===== src/rtl/bin2bcd_seq_if.sv =====
// rtl/bin2bcd_seq_if.sv - request/result bundle between a producer and the bin2bcd_seq converter
interface bin2bcd_seq_if #(
    parameter int IN_W   = 8,
    parameter int DIGITS = 3
);
    logic [IN_W-1:0]     bin_in;
    logic                in_valid;
    logic                in_ready;
    logic [4*DIGITS-1:0] bcd_out;
    logic                out_valid;
    logic [DIGITS-1:0]   digit_blank;

    modport master (
        output bin_in, in_valid,
        input  in_ready, bcd_out, out_valid, digit_blank
    );

    modport slave (
        input  bin_in, in_valid,
        output in_ready, bcd_out, out_valid, digit_blank
    );
endinterface


===== src/rtl/bin2bcd_seq.sv =====
// rtl/bin2bcd_seq.sv - sequential double-dabble binary-to-BCD converter, one shift per clock
// Optional leading-zero blanking mask enabled by defining BIN2BCD_BLANK_EN.
module bin2bcd_seq #(
    parameter int IN_W   = 8,
    parameter int DIGITS = 3
) (
    input  logic         clock_100Mhz,
    input  logic         reset_n,
    bin2bcd_seq_if.slave bus
);
    localparam int BCD_W = 4 * DIGITS;
    localparam int CNT_W = $clog2(IN_W + 1);

    typedef enum logic [1:0] {IDLE, SHIFT, DONE} state_t;

    state_t            r_state;
    logic [IN_W-1:0]   r_shift;
    logic [BCD_W-1:0]  r_scratch;
    logic [CNT_W-1:0]  r_count;
    logic [BCD_W-1:0]  r_bcd_out;
    logic              r_in_ready;
    logic              r_out_valid;
    logic [DIGITS-1:0] r_digit_blank;

    logic [BCD_W-1:0]  w_adj;
    logic [DIGITS-1:0] w_blank;

    // Add-3 correction on every scratch digit that would overflow past 9 when doubled
    always_comb begin
        w_adj = r_scratch;
        for (int i = 0; i < DIGITS; i++) begin
            if (r_scratch[4*i +: 4] >= 4'd5) begin
                w_adj[4*i +: 4] = r_scratch[4*i +: 4] + 4'd3;
            end
        end
    end

`ifdef BIN2BCD_BLANK_EN
    logic w_upper_zero;

    // Leading-zero mask: digit i>0 blanks when it and every digit above it are zero
    always_comb begin
        w_blank      = '0;
        w_upper_zero = 1'b1;
        for (int i = DIGITS - 1; i > 0; i--) begin
            w_upper_zero = w_upper_zero & (r_scratch[4*i +: 4] == 4'd0);
            w_blank[i]   = w_upper_zero;
        end
    end
`else
    assign w_blank = '0;
`endif

    // Control FSM with registered handshake and result outputs
    always_ff @(posedge clock_100Mhz or negedge reset_n) begin
        if (!reset_n) begin
            r_state       <= IDLE;
            r_shift       <= '0;
            r_scratch     <= '0;
            r_count       <= '0;
            r_bcd_out     <= '0;
            r_in_ready    <= 1'b1;
            r_out_valid   <= 1'b0;
            r_digit_blank <= '0;
        end else begin
            r_out_valid <= 1'b0;
            case (r_state)
                IDLE: begin
                    if (bus.in_valid) begin
                        r_shift    <= bus.bin_in;
                        r_scratch  <= '0;
                        r_count    <= CNT_W'(IN_W);
                        r_in_ready <= 1'b0;
                        r_state    <= SHIFT;
                    end
                end
                SHIFT: begin
                    {r_scratch, r_shift} <= {w_adj, r_shift} << 1;
                    r_count              <= r_count - 1'b1;
                    if (r_count == CNT_W'(1)) begin
                        r_state <= DONE;
                    end
                end
                DONE: begin
                    r_bcd_out     <= r_scratch;
                    r_digit_blank <= w_blank;
                    r_out_valid   <= 1'b1;
                    r_in_ready    <= 1'b1;
                    r_state       <= IDLE;
                end
                default: begin
                    r_state    <= IDLE;
                    r_in_ready <= 1'b1;
                end
            endcase
        end
    end

    assign bus.in_ready    = r_in_ready;
    assign bus.bcd_out     = r_bcd_out;
    assign bus.out_valid   = r_out_valid;
    assign bus.digit_blank = r_digit_blank;
endmodule

===== src/flat_wrapper.sv =====
// flat-port wrapper written by rule: the top's interface ports become plain ports
module bin2bcd_seq_flat 
#(
    parameter int IN_W   = 8,
    parameter int DIGITS = 3
)
  (clock_100Mhz, reset_n, bus_bin_in, bus_in_valid, bus_in_ready, bus_bcd_out, bus_out_valid, bus_digit_blank);
  bin2bcd_seq_if #(.IN_W(IN_W), .DIGITS(DIGITS)) bus_i ();
  input  logic clock_100Mhz;
  input  logic reset_n;
  input wire logic [$bits(bus_i.bin_in)-1:0] bus_bin_in;
  input wire logic [$bits(bus_i.in_valid)-1:0] bus_in_valid;
  output wire logic [$bits(bus_i.in_ready)-1:0] bus_in_ready;
  output wire logic [$bits(bus_i.bcd_out)-1:0] bus_bcd_out;
  output wire logic [$bits(bus_i.out_valid)-1:0] bus_out_valid;
  output wire logic [$bits(bus_i.digit_blank)-1:0] bus_digit_blank;
  assign bus_i.bin_in = bus_bin_in;
  assign bus_i.in_valid = bus_in_valid;
  assign bus_in_ready = bus_i.in_ready;
  assign bus_bcd_out = bus_i.bcd_out;
  assign bus_out_valid = bus_i.out_valid;
  assign bus_digit_blank = bus_i.digit_blank;
  bin2bcd_seq #(.IN_W(IN_W), .DIGITS(DIGITS)) u_core (.clock_100Mhz(clock_100Mhz), .reset_n(reset_n), .bus(bus_i));
endmodule

===== config.mk =====
export PLATFORM = sky130hd
export DESIGN_NAME = bin2bcd_seq_flat
export DESIGN_NICKNAME = d
export VERILOG_FILES = /design/src/rtl/bin2bcd_seq_if.sv /design/src/rtl/bin2bcd_seq.sv /design/src/flat_wrapper.sv
export SDC_FILE = /design/constraint.sdc
export NUM_CORES = 1
export LEC_CHECK = 0
export BUFFER_PORTS_ARGS = -buffer_cell sky130_fd_sc_hd__buf_2
export CELL_PAD_IN_SITES_DETAIL_PLACEMENT = 2
export CELL_PAD_IN_SITES_GLOBAL_PLACEMENT = 2
export CORE_UTILIZATION = 25
export DETAILED_ROUTE_END_ITERATION = 10
export PLACE_DENSITY_LB_ADDON = 0.25
export RECOVER_POWER = 25
export SETUP_SLACK_MARGIN = 0.5
export SLEW_MARGIN = 10
export SYNTH_ARGS = -nofsm -noshare
export SYNTH_HDL_FRONTEND = slang
export SYNTH_SLANG_ARGS = --single-unit

===== constraint.sdc =====
create_clock -name clock_100Mhz -period 1.65 [get_ports clock_100Mhz]
set_clock_uncertainty 0.2 [all_clocks]
set_input_delay 0 -clock clock_100Mhz [delete_from_list [all_inputs] [get_ports clock_100Mhz]]
set_output_delay 0 -clock clock_100Mhz [all_outputs]
set_load 0.005 [all_outputs]

Word level (Yosys, flattened, before mapping)
Index checks and enable logic that the tools add are counted. Widths: inputs -> output; s select.

Bits in registers: 40. Output and inout bits: 17. Word-level logic and storage cells: 40.

$add $sub $neg: 4. Order comparisons: 3. Eq/ne operators: 5. Muxes and demuxes: 15. Bitwise operators: 1. Reductions and logical operators: 5.

Operators by type and width (number): $pmux 12 s2 (1); $pmux 8 s2 (1); $ge 4x3->1 const B (3); $mux 12 (1); $mux 4 (3); $add 4x2->4 const B (2); $mux 8 (1); $pmux 4 s2 (1); $reduce_and 2->1 (3); $eq 4x1->1 const B (1); $mux 2 (2); $pmux 2 s2 (1); $sub 4x1->4 const B (1); $add 3x2->3 const B (1); $mux 3 (1); $eq 2x1->1 const B (1); $eq 2x2->1 const B (1); $logic_not 2->1 (1); $mux 1 (2); $ne 2x1->1 const B (1); $ne 2x2->1 const B (1); $pmux 1 s2 (1); $reduce_bool 2->1 (1); $not 1->1 (1).

Depth between registers and ports, before layout
Word-level depth: 3. Depth in mapped cells: 5. Mapped depth without buffers: 5.

Least setup slack after synthesis
OpenSTA, ideal clock, no wires.

Path kind: reg-to-reg. Start: reg u_core.r_scratch[4]. End: reg u_core.r_scratch[8]. Arrival time: 1.163 ns. Path slack: 0.186 ns. Cell stages (with the launch flop): 6. Period minus slack after synthesis: 1.464 ns. Cells stage by stage: dfrtp_1 -> inv_1 -> ha_1 -> nor2b_1 -> o21a_1 -> o32ai_1.

Longest elaborated chain between the ends: 3. Elaborated cells on any way between the ends: 4. Those cells by class: add/sub: 1; order compare: 1; mux: 2.

RTL lines: from (decl) (RTL line bin2bcd_seq.sv:18) `logic [BCD_W-1:0] r_scratch;`; from (signal assigned) (RTL line bin2bcd_seq.sv:78) `{r_scratch, r_shift} <= {w_adj, r_shift} << 1;`; $add 4x2->4 or $ge 4x3->1 (tied branches) (RTL line bin2bcd_seq.sv:33, bin2bcd_seq.sv:32); $mux 4 (*) (RTL line bin2bcd_seq.sv:32) `if (r_scratch[4*i +: 4] >= 4'd5) begin`; $pmux 12 s2 (*) (RTL line bin2bcd_seq.sv:67) `case (r_state)`.

Mark *: on every way between the ends. The rest lies on a longest branch, timed or not. A chain may end at the register's enable or synchronous reset.

Worst setup path in the final report
Start: reg u_core.r_state[1]. End: reg u_core.r_scratch[3].

Longest elaborated chain between the ends: 3. Elaborated cells on any way between the ends: 6. Those cells by class: eq/ne: 2; mux: 1; reduce/logical: 3.

RTL lines: from (decl) (RTL line bin2bcd_seq.sv:16) `state_t r_state;`; from (signal assigned) (RTL line bin2bcd_seq.sv:57) `r_state <= IDLE;`; from (signal assigned) (RTL line bin2bcd_seq.sv:74) `r_state <= SHIFT;`; from (signal assigned) (RTL line bin2bcd_seq.sv:81) `r_state <= DONE;`; $eq 2x1->1 or $logic_not 2->1 (tied branches) (RTL line bin2bcd_seq.sv:67); $reduce_bool 2->1 (no source line) or $ne 2x2->1 (tied branches); $reduce_and 2->1 (no source line).

Parallel ways exist; a longest one is shown, timed or not.

==> metrics <==
outcome=completed; layout cell share with drive strength beyond 1=54.2%; clk_lat worst skew=300 ps; vias in the first global route=1,877; Synth cell types=37; Longest Clk Path Bufs=2; RSZ-0062 raised after global routing=true; Residual DRC=0; wire per inst=16.0 um; ys async rst share=100%; Synth Instances=196; mean post-synth cell area=10.1 um2; cell at the slowest stage of the critical path=dfrtp_2; Hold Path Class=in2reg; kind of critical path=reg2reg; CP top delay family=compound AO/OA/AOI/OAI gates; clock buffer count from CTS=5; FP Rows=32; commonest non-fill, non-tap cell in the layout=dfrtp_1; Reg2Reg Setup Slack=180 ps; TritonCTS clock tree=built; register area share after synthesis=50.7%; DRT Pass-1 Iters=4; total core area=7690 um2; Total GRT Usage=15.5%; Worst-path clk slew=90 ps; Period Utilization, post-route=89.3%; pin count of the biggest net entering global routing=41; fin crit period=1470 ps; dpl hpwl=3310 um; PD cells=1880 nW/um2; initial antenna violation count=0; register bit total from synthesis=40; CP required=1640 ps; Area growth syn-to-layout=64.2%; final setup fails=0; die area=8270 um2; CP max stage delay=490 ps; Synth Warn #=0; fin nets=293; most frequent cells in the layout=35 x dfrtp_1, 28 x buf_4, 22 x buf_2; drt total wl=6030 um; I/O pins=28; initial drt markers=51; CP max FO=7; Final GP Congestion=0.706; Total Power=6.09 mW; Buf/Inv on CP=0; CTS H-tree lvls=2; synthesized area=1980 um2; DRT antenna net count=0; CP Launch Type=flop; Root Buffer=clkbuf_8; Leak=1.48 nW; Final Hold Viols=0; Slew Limit Fails=0; peak supply drop=0.000492 V; Max Fclk=679 MHz; GRT overflow=0; ANT cells=0; critical path cell sequence=o21ba_4, o31ai_1, a32o_1; main flop type after synthesis=dfrtp_1; total number of vias=1,762; WHS=19.2 ps; Die H=91.0 um; WP data arrival=1470 ps; Post-synth EDFFs=0; Starting Density=25.7%; drt via density=4.67; Max Cap Viol=0; CP Capture Type=flop; Port Buffers=24; TNS Setup=0 ps; Die X=91.0 um; first-pass GRT wire length=9800 um; # clock sinks=40
## worst min-delay path, delay by kind of cell
family	cells	cell delay [ps]
buffers and inverters	1	140
AOI/OAI and AO/OA	2	200
and+or+nand+nor	1	140
## stage by stage
| stage | setup slack, ps | area, um2 | cells | util [%] |
|---|---|---|---|---|
| 3_3_place_gp | 118 | 2290 | 318 | 29.8 |
| 5_1_grt | 110 | 3250 | 377 | 42.3 |
| 2_1_floorplan | 238 | 2080 | 198 | - |
| 4_1_cts | 162 | 2970 | 363 | 38.6 |
| 6_report | 177 | 3250 | 377 | 42.3 |
| 3_5_place_dp | 109 | 2290 | 318 | 29.8 |
## worst paths after layout
kind | endpoint | from | depth (start not counted)
max | u_core.r_scratch[3] | u_core.r_state[1] | 3
min in group asynchronous | u_core.bus.bcd_out[10] | reset_n | 3
max reg2reg | u_core.r_scratch[3] | u_core.r_state[1] | 3
min reg2reg | u_core.bus.bcd_out[2] | u_core.bus.bcd_out[2] | 2
min | u_core.r_shift[1] | bus_in_valid | 4
max in group asynchronous | u_core.bus.in_ready | reset_n | 3
## flip-flops by register name (all words and copies together) (netlist names)
name and count:
u_core.bus.bcd_out 12, u_core.r_scratch 12, u_core.r_shift 8, u_core.r_count 4, u_core.r_state 2, u_core.bus.in_ready 1, u_core.bus.out_valid 1
## synthesized netlist by cell type (3+ instances only)
master / count / share of area (%)
dfrtp_1: 39 / 49
nand2_1: 31 / 5.9
o21ai_0: 19 / 4.8
inv_1: 15 / 2.8
ha_1: 8 / 5.1
nor2_1: 8 / 1.5
nor2b_1: 7 / 2.2
a31oi_1: 6 / 1.9
buf_6: 6 / 3.4
nand2b_1: 6 / 1.9
o2111ai_1: 6 / 2.7
a21oi_1: 4 / 1.0
a32o_1: 3 / 1.5
buf_4: 3 / 1.1
o211ai_1: 3 / 1.1
o21a_1: 3 / 1.1
o221ai_1: 3 / 1.3
o31ai_1: 3 / 1.1
## cell families (layout without fill, tap and decap cells)
family,count (synthesis),in the layout,synth area share (%)
AOI/OAI and AO/OA,60,61,20.9
and+or+nand+nor,56,56,13.5
DFF,40,40,50.7
buffers and inverters,28,104,8.35
adders and majority gates,8,8,5.06
xor gates and xnor gates,2,2,0.886
other,1,3,0.190
muxes,1,1,0.506
## final cells by class
type / instances / area, um2
clock buffers: 5 / 68.8
multi-input cells: 131 / 1180
repair buffers: 81 / 761
clock inverters: 3 / 46.3
fillers: 817 / 4440
well taps: 102 / 128
flip-flops and latches: 40 / 1010
inverters: 15 / 56.3
## metal layers
metal	vias to the layer above	share of wire, %	track usage, %
met4	0	1.2	4.37
met3	7	1.9	2.60
met2	25	52	27.3
met1	895	45	19.6
met5	-	0	0
li1	835	-	-
## timing repair
action | in CTS | in global routing
hold buffers | 10 | 0
cloned | 5 | 0
hold endpoints to repair | 51 | 0
setup endpoints to repair | 41 | 41
buffers inserted | 22 | 14
gates resized for setup | 60 | 37
pin swaps | 20 | 7
## where the power goes
group | switching (mW) | leakage [nW] | internal (mW)
registers | 0.402 | 0.509 | 1.40
logic | 1.57 | 0.912 | 1.87
clock network | 0.393 | 0.0548 | 0.456
No activity file was read; power rests on OpenSTA's default activity.
